`config.mk`:
```
export PLATFORM = sky130hd
export DESIGN_NAME = hvac_actuator_seq
export DESIGN_NICKNAME = d
export VERILOG_FILES = /design/src/rtl/hvac_pkg.sv /design/src/rtl/hvac_req_debounce.sv /design/src/rtl/hvac_actuator_seq.sv
export SDC_FILE = /design/constraint.sdc
export NUM_CORES = 1
export LEC_CHECK = 0
export BUFFER_PORTS_ARGS = -buffer_cell sky130_fd_sc_hd__buf_2
export CORE_UTILIZATION = 45
export DETAILED_ROUTE_END_ITERATION = 8
export GPL_TIMING_DRIVEN = 0
export PLACE_DENSITY = 0.76
export REMOVE_ABC_BUFFERS = 1
export SLEW_MARGIN = 20
export SYNTH_ARGS = -nofsm -noshare
export SYNTH_HDL_FRONTEND = slang
export SYNTH_SLANG_ARGS = --single-unit
```
`constraint.sdc`:
```
create_clock -name clk -period 4.8 [get_ports clk]
set_clock_uncertainty 0.15 [all_clocks]
set_input_delay 0.24 -clock clk [delete_from_list [all_inputs] [get_ports clk]]
set_output_delay 0.24 -clock clk [all_outputs]
set_load 0.005 [all_outputs]
```
`src/rtl/hvac_pkg.sv`:
```
// Shared types for the HVAC actuator sequencer: FSM states, demand codes
// and the raw demand decode used by the debouncer.
package hvac_pkg;

  localparam int DMD_W    = 12;
  localparam int STARTS_W = 16;

  typedef enum logic [1:0] {
    ST_IDLE    = 2'd0,
    ST_HEAT    = 2'd1,
    ST_COOL    = 2'd2,
    ST_LOCKOUT = 2'd3
  } state_t;

  typedef enum logic [1:0] {
    REQ_NONE = 2'd0,
    REQ_HEAT = 2'd1,
    REQ_COOL = 2'd2
  } req_t;

  // Conflicting demand (both words nonzero) is treated as no demand.
  function automatic req_t decode_req(input logic [DMD_W-1:0] hon,
                                      input logic [DMD_W-1:0] con);
    if ((|hon) && !(|con))      return REQ_HEAT;
    else if ((|con) && !(|hon)) return REQ_COOL;
    else                        return REQ_NONE;
  endfunction

endpackage

```
`src/rtl/hvac_req_debounce.sv`:
```
// Raw demand decode plus stability filter; the filtered code only follows a
// raw code that has been held for DEB consecutive cycles.
module hvac_req_debounce
  import hvac_pkg::*;
#(
  parameter int DEB   = 4,
  parameter int TMR_W = 16
) (
  input  logic             clk,
  input  logic             rst_n,
  input  logic [DMD_W-1:0] Hon,
  input  logic [DMD_W-1:0] Con,
  output req_t             filt
);

  localparam logic [TMR_W-1:0] DEB_TC  = TMR_W'(DEB - 1);
  localparam logic [TMR_W-1:0] CNT_MAX = '1;

  req_t             raw;
  req_t             cand;
  logic [TMR_W-1:0] cnt;
  logic [TMR_W-1:0] cnt_nxt;

  // Using the post-edge count lets DEB=1 accept a new code on its first edge.
  always_comb begin
    raw     = decode_req(Hon, Con);
    cnt_nxt = cnt;
    if (raw != cand)         cnt_nxt = '0;
    else if (cnt != CNT_MAX) cnt_nxt = cnt + 1'b1;
  end

  always_ff @(posedge clk) begin
    if (!rst_n) begin
      cand <= REQ_NONE;
      cnt  <= '0;
      filt <= REQ_NONE;
    end else begin
      cand <= raw;
      cnt  <= cnt_nxt;
      if (cnt_nxt == DEB_TC) filt <= raw;
    end
  end

endmodule

```
`src/rtl/hvac_actuator_seq.sv`:
```
// Heater/cooler sequencer: debounced demand, minimum-on and lockout timing,
// mutually exclusive enables and a saturating start counter.
//   state   | meaning
//   IDLE    | both enables off, waiting for filtered demand
//   HEAT    | heater on, held for at least MIN_ON cycles
//   COOL    | cooler on, held for at least MIN_ON cycles
//   LOCKOUT | both off for MIN_OFF cycles, demand ignored
module hvac_actuator_seq
  import hvac_pkg::*;
#(
  parameter int DEB     = 4,
  parameter int MIN_ON  = 16,
  parameter int MIN_OFF = 8,
  parameter int TMR_W   = 16
) (
  input  logic                clk,
  input  logic                rst_n,
  input  logic [DMD_W-1:0]    Hon,
  input  logic [DMD_W-1:0]    Con,
  output logic                heat_en,
  output logic                cool_en,
  output logic [1:0]          state,
  output logic [STARTS_W-1:0] starts
);

  localparam logic [TMR_W-1:0]    ON_TC      = TMR_W'(MIN_ON - 1);
  localparam logic [TMR_W-1:0]    OFF_TC     = TMR_W'(MIN_OFF - 1);
  localparam logic [TMR_W-1:0]    TMR_MAX    = '1;
  localparam logic [STARTS_W-1:0] STARTS_MAX = '1;

  req_t                filt;
  state_t              st;
  logic [TMR_W-1:0]    tmr;
  logic [TMR_W-1:0]    tmr_inc;
  logic [STARTS_W-1:0] starts_inc;

  hvac_req_debounce #(
    .DEB   (DEB),
    .TMR_W (TMR_W)
  ) u_debounce (
    .clk   (clk),
    .rst_n (rst_n),
    .Hon   (Hon),
    .Con   (Con),
    .filt  (filt)
  );

  assign tmr_inc    = (tmr == TMR_MAX) ? tmr : tmr + 1'b1;
  assign starts_inc = (starts == STARTS_MAX) ? starts : starts + 1'b1;
  assign state      = st;

  // Enables are registered alongside the state so they are a pure decode of it.
  always_ff @(posedge clk) begin
    if (!rst_n) begin
      st      <= ST_IDLE;
      tmr     <= '0;
      heat_en <= 1'b0;
      cool_en <= 1'b0;
      starts  <= '0;
    end else begin
      tmr <= tmr_inc;
      case (st)
        ST_IDLE: begin
          if (filt == REQ_HEAT) begin
            st      <= ST_HEAT;
            tmr     <= '0;
            heat_en <= 1'b1;
            starts  <= starts_inc;
          end else if (filt == REQ_COOL) begin
            st      <= ST_COOL;
            tmr     <= '0;
            cool_en <= 1'b1;
            starts  <= starts_inc;
          end
        end
        ST_HEAT: begin
          if (filt != REQ_HEAT && tmr >= ON_TC) begin
            st      <= ST_LOCKOUT;
            tmr     <= '0;
            heat_en <= 1'b0;
          end
        end
        ST_COOL: begin
          if (filt != REQ_COOL && tmr >= ON_TC) begin
            st      <= ST_LOCKOUT;
            tmr     <= '0;
            cool_en <= 1'b0;
          end
        end
        ST_LOCKOUT: begin
          if (tmr == OFF_TC) begin
            st  <= ST_IDLE;
            tmr <= '0;
          end
        end
        default: begin
          st      <= ST_IDLE;
          tmr     <= '0;
          heat_en <= 1'b0;
          cool_en <= 1'b0;
        end
      endcase
    end
  end

endmodule

```
# Yosys cells after proc, flatten, opt, wreduce, memory -nomap -nowiden
# Index checks and enable logic that the tools add are counted.
# op_classes
add_sub_neg,3
magnitude_cmp,1
eq_ne,20
mux,27
reduce_logical,16
# ops
cell,n
$mux W16,11
$pmux W16 S4,1
$add A16 B1 Y16 const B,3
$eq A16 B16 Y1 const B,2
$reduce_or A12 Y1,2
$eq A16 B2 Y1 const B,1
$eq A16 B3 Y1 const B,1
$ge A16 B4 Y1 const B,1
$ne A16 B16 Y1 const B,1
$mux W2,7
$ne A2 B2 Y1 const B,7
$pmux W2 S4,1
$reduce_and A4 Y1,2
$eq A2 B2 Y1 const B,3
$reduce_bool A2 Y1,3
$mux W1,5
$eq A2 B1 Y1 const B,2
$logic_and A1 B1 Y1,4
$pmux W1 S2,2
$ne A3 B3 Y1 const B,1
$reduce_and A3 Y1,1
$logic_not A1 Y1,2
$logic_not A2 Y1,1
$ne A2 B1 Y1 const B,1
other kinds (2),2
# word_totals
ff_bits,56
in_bits,26
output_inout_bits,20
wordCells,75

# Logic depth before layout (Yosys ltp)
# logic_depth
depth_word,8
ltp_mapped,9
depth_no_buf,9

# Hierarchy
# A second synthesis with hierarchy kept.
# hier_totals
cells_unflattened,365
hier_area_um2,3124.2
# by_module_without_submodules
mod,instances,cells_per_inst,area_per_inst_um2,seq_area_each_um2
hvac_actuator_seq,1,230,1953.1,720.7
hvac_req_debounce,1,135,1171.1,400.4

# Worst setup path before layout
# Ideal clock, no wire load.
# synth_path
path_type,reg-to-reg
start,"reg st[1], in the netlist state[1]"
end,reg tmr[10]
setup_time_ns,0.117
arrival_time_ns,2.124
required_ns,4.533
path_slack_ns,2.409
stages_incl_launch_ff,10
path_buffers,1
synth_period_minus_slack_ns,2.391
path_cell_list,dfxtp_1 -> inv_1 -> ha_1 -> or3_2 -> or4_1 -> o21ai_2 -> nand2_2 -> o211ai_4 -> buf_8 -> nor2_2
# synth_via
elab_chain_cells,2
elab_cells_between_ends,5
classes_between,3 x eq/ne; 1 x mux; 1 x reduce/logical
# synth_lines
item,line,text
"start, declared",hvac_actuator_seq.sv:32,state_t st;
"start signal, assigned",hvac_actuator_seq.sv:55,st <= ST_IDLE;
"start signal, assigned",hvac_actuator_seq.sv:65,st <= ST_HEAT;
"start signal, assigned",hvac_actuator_seq.sv:70,st <= ST_COOL;
"$eq A2 B2 Y1, or another cell as far along",hvac_actuator_seq.sv:62,case (st)
$pmux W16 S4 (*),hvac_actuator_seq.sv:62,
"end signal, assigned",hvac_actuator_seq.sv:61,tmr <= tmr_inc;
"end, declared",hvac_actuator_seq.sv:33,logic [TMR_W-1:0] tmr;
# Mark *: on every way between the ends. The rest lies on a longest branch, timed or not.
# A chain may end at the register's enable or synchronous reset.

# Final worst setup path
# layout_path
start,"reg st[1], in the netlist state[1]"
end,reg tmr[14]
# The elaborated chain is that of the path after synthesis.

==> flow_summary.json <==
{
  "status": "finished, final reports clean",
  "rows": 28,
  "reg2reg_from": "state[1]",
  "rsz0062_at_grt": "false",
  "yosys.area_share.adder": 0.0388,
  "drt-total-wl_mm": 5.88,
  "grt_pass1_wl_mm": 9.87,
  "cts_resized": 0,
  "gr-usage-met3": 0.0429,
  "drcViolationCount": 0,
  "synth_compound_area_frac": 0.0982,
  "fmax_ghz": 0.364,
  "first_global_vias": 2351,
  "synth-edff-count": 0,
  "cp_max_fo": 16,
  "crit_family": "simple AND/OR/NAND/NOR gates",
  "antenna_cells": 0,
  "syn_avg_cell_area_um2": 8.49,
  "ys.flop_type": "dfxtp_1",
  "layout.nets": 420,
  "post_cts_buffers": 0,
  "fin_area_um2": 3270,
  "overflow": 0,
  "max_stage_delay_ns": 0.52,
  "setup-violations-final": 0,
  "first_pass_iters": 4,
  "min_path_cells": 6,
  "synth_warnings": 0,
  "postCtsHoldBufs": 0,
  "p_leak_nw": 1.32,
  "clock_latency_ns": 0.31,
  "crit_type": "reg -> reg",
  "tns_ns": 0,
  "synth_mux_area_frac": 0.0276,
  "finish.utilization": 0.540,
  "slew_violations": 0,
  "finalPower_w": 0.000957,
  "fin_crit_ns": 2.75,
  "cts_buffer_depth": 2,
  "io_pins": 46,
  "slew-limit-headroom": 0.563,
  "ant_nets": 0,
  "cp.arrival_ns": 2.77,
  "cap_violations": 0,
  "placed_area_um2": 3180,
  "peakVddDrop_v": 0.000169,
  "drtIter0Drc": 102,
  "dr_total_vias": 2545,
  "wl_per_cell_um": 12.8,
  "gp_congestion": 0.788,
  "yosysSeqAreaShare": 0.386,
  "p_per_area_nw_per_um2": 292,
  "antenna_found_initial": 0,
  "io_buffers": 45,
  "numCtsBuffers": 5,
  "use_met1": 0.219,
  "numClockSinks": 56,
  "cts_root_buf": "clkbuf_8",
  "cp_data_required_time_ns": 4.82,
  "tightest_slew_ns": 0.656,
  "synthSimpleGateAreaFrac": 0.327,
  "fp.dieH_um": 82.4,
  "synthXorXnorAreaFrac": 0.0935,
  "syn_inst": 342,
  "hold_start": "Con[4]",
  "dp_hpwl_mm": 4.38,
  "min_delay_worst_endpoint": "u_debounce.cand[0]",
  "crit_path_end_kind": "flop",
  "die_area_um2": 6780,
  "path_cells": "inv_1 -> ha_1 -> or3_2 -> or4_1 -> o21ai_2 -> nand2_2 -> o211ai_4 -> nor3_1",
  "grt_util_all_layers": 0.186,
  "reg2reg_to": "tmr[14]",
  "critPathSlowestCell": "o211ai_4",
  "cts_tree": "done",
  "post-route-period-util": 0.572,
  "busiest_layer": "met2",
  "post_drt_via_cell_ratio": 5.52,
  "syn2layout_area_growth_pct": 12.7,
  "die_w_um": 82.4,
  "use_met2": 0.334,
  "fillers": 577,
  "rrSetupSlack_ns": 2.05,
  "drive_gt1_frac": 0.197,
  "reg2regPathDepth": 8,
  "clkTransAtPathRegs_ns": 0.10,
  "hp-class": "in -> reg",
  "core_area_um2": 6060,
  "path_buf_inv": 1,
  "synth_top_family_by_area": "simple AND/OR/NAND/NOR gates",
  "hold_violations": 0,
  "async_reset_ff_frac": 0,
  "post_synth_num_cell_types": 50,
  "hold_ws_ns": 0.192,
  "synth.ff_latch_count": 56,
  "grt_max_degree": 27,
  "start_kind": "flop",
  "h-tree-depth": 2,
  "syn-cell-area_um2": 2910,
  "initial_core_util": 0.479
}
kinds of logic (layout without fill, tap and decap cells):
kind of cell,Yosys count,in the layout
AND/OR/NAND/NOR,177,177
XOR/XNOR,31,31
buffers and inverters,19,63
adder cells (fa/ha/maj),9,9
flip-flops,56,56
multiplexers,8,8
AO/OA/AOI/OAI,42,42
routing by layer:
metal / vias up / wire length [um] / part of all wire
met3: 5 / 193 / 0.033
met1: 1206 / 2740 / 0.47
met5: - / 0 / 0
met4: 0 / 57 / 0.0097
met2: 41 / 2890 / 0.49
li1: 1293 / - / -
Yosys cell counts (2+ instances only):
| library cell | n | share of area |
|---|---|---|
| and4_1 | 6 | 0.018 |
| ha_1 | 9 | 0.039 |
| clkbuf_1 | 6 | 0.0078 |
| nor3_1 | 9 | 0.016 |
| nor2b_1 | 9 | 0.019 |
| xnor2_1 | 15 | 0.045 |
| dfxtp_1 | 56 | 0.39 |
| mux2i_1 | 8 | 0.028 |
| a21oi_1 | 9 | 0.016 |
| or4_1 | 5 | 0.013 |
| buf_2 | 2 | 0.0034 |
| xor2_1 | 16 | 0.048 |
| o221a_2 | 2 | 0.0078 |
| nor2_1 | 39 | 0.050 |
| nor4_1 | 10 | 0.022 |
| inv_1 | 10 | 0.013 |
| a31oi_1 | 3 | 0.0065 |
| and3_1 | 4 | 0.0086 |
| nand4_1 | 15 | 0.032 |
| nor2_2 | 10 | 0.022 |
| o21ai_0 | 13 | 0.022 |
| o311ai_0 | 2 | 0.0060 |
| and2_1 | 12 | 0.026 |
| nand3_1 | 16 | 0.028 |
| nand2b_1 | 2 | 0.0043 |
| nand2_1 | 30 | 0.039 |
worst max-delay path by stage:
stage                        start       to  slack [ns]  cells after the start
after global routing        tmr[0]   tmr[9]        1.89                      8
after global placement    state[1]  tmr[14]        2.09                      8
after floorplan           state[1]  tmr[14]        2.32                      8
after CTS                 state[1]  tmr[14]        2.03                      8
after detailed placement  state[1]  tmr[14]        2.04                      8
final                     state[1]  tmr[14]        2.05                      8
state kept, by name (all words and copies together), names as in the netlist:
signal	flops
state	2
cool_en	1
heat_en	1
starts	16
u_debounce.filt	2
tmr	16
u_debounce.cnt	16
u_debounce.cand	2
through the flow:
step | std cells | setup WS (ns)
2_1_floorplan | 333 | 2.32
3_3_place_gp | 453 | 2.09
3_5_place_dp | 453 | 2.04
4_1_cts | 461 | 2.03
5_1_grt | 461 | 1.89
6_report | 461 | 2.05
power by group:
| part | switching [W] | internal, W |
|---|---|---|
| clock network | 0.000149 | 0.000118 |
| logic | 0.000109 | 0.0000806 |
| registers | 0.0000202 | 0.000482 |
| total | 0.000278 | 0.000680 |
layout make-up:
| cell class | count | area (um^2) | share of cell area |
|---|---|---|---|
| well taps | 75 | 93.8 | 0.0287 |
| multi-input cells | 267 | 1700 | 0.520 |
| repair buffers | 45 | 225 | 0.0688 |
| flip-flops and latches | 56 | 1120 | 0.342 |
| inverters | 10 | 37.5 | 0.0115 |
| clock buffers | 7 | 86.3 | 0.0264 |
| clock inverters | 1 | 7.51 | 0.00229 |
placed cells by master, fill, tap and decap left out, drive strengths merged, types with 2 or more instances in the layout:
master | Yosys | final
clkbuf | 6 | 7
a31oi | 3 | 3
o21ai | 15 | 15
xor2 | 16 | 16
inv | 10 | 10
or4 | 5 | 5
mux2i | 8 | 8
dfxtp | 56 | 56
buf | 3 | 45
and2 | 12 | 12
and3 | 4 | 4
nor2b | 9 | 9
o311ai | 2 | 2
ha | 9 | 9
nand4 | 15 | 15
a21oi | 9 | 9
xnor2 | 15 | 15
nand2 | 31 | 31
nand2b | 2 | 2
o31ai | 2 | 2
nand3 | 17 | 17
and4 | 6 | 6
o221a | 2 | 2
nor3 | 9 | 9
nor4 | 11 | 11
nor2 | 49 | 49
or3 | 2 | 2
worst register-to-register path, stage by stage (launching register included):
cell      delay, ns
dfxtp_1        0.42
inv_1          0.09
ha_1           0.23
or3_2          0.44
or4_1          0.44
o21ai_2        0.08
nand2_2        0.10
o211ai_4       0.52
nor3_1         0.13
Power figures use the tool's default switching activity.
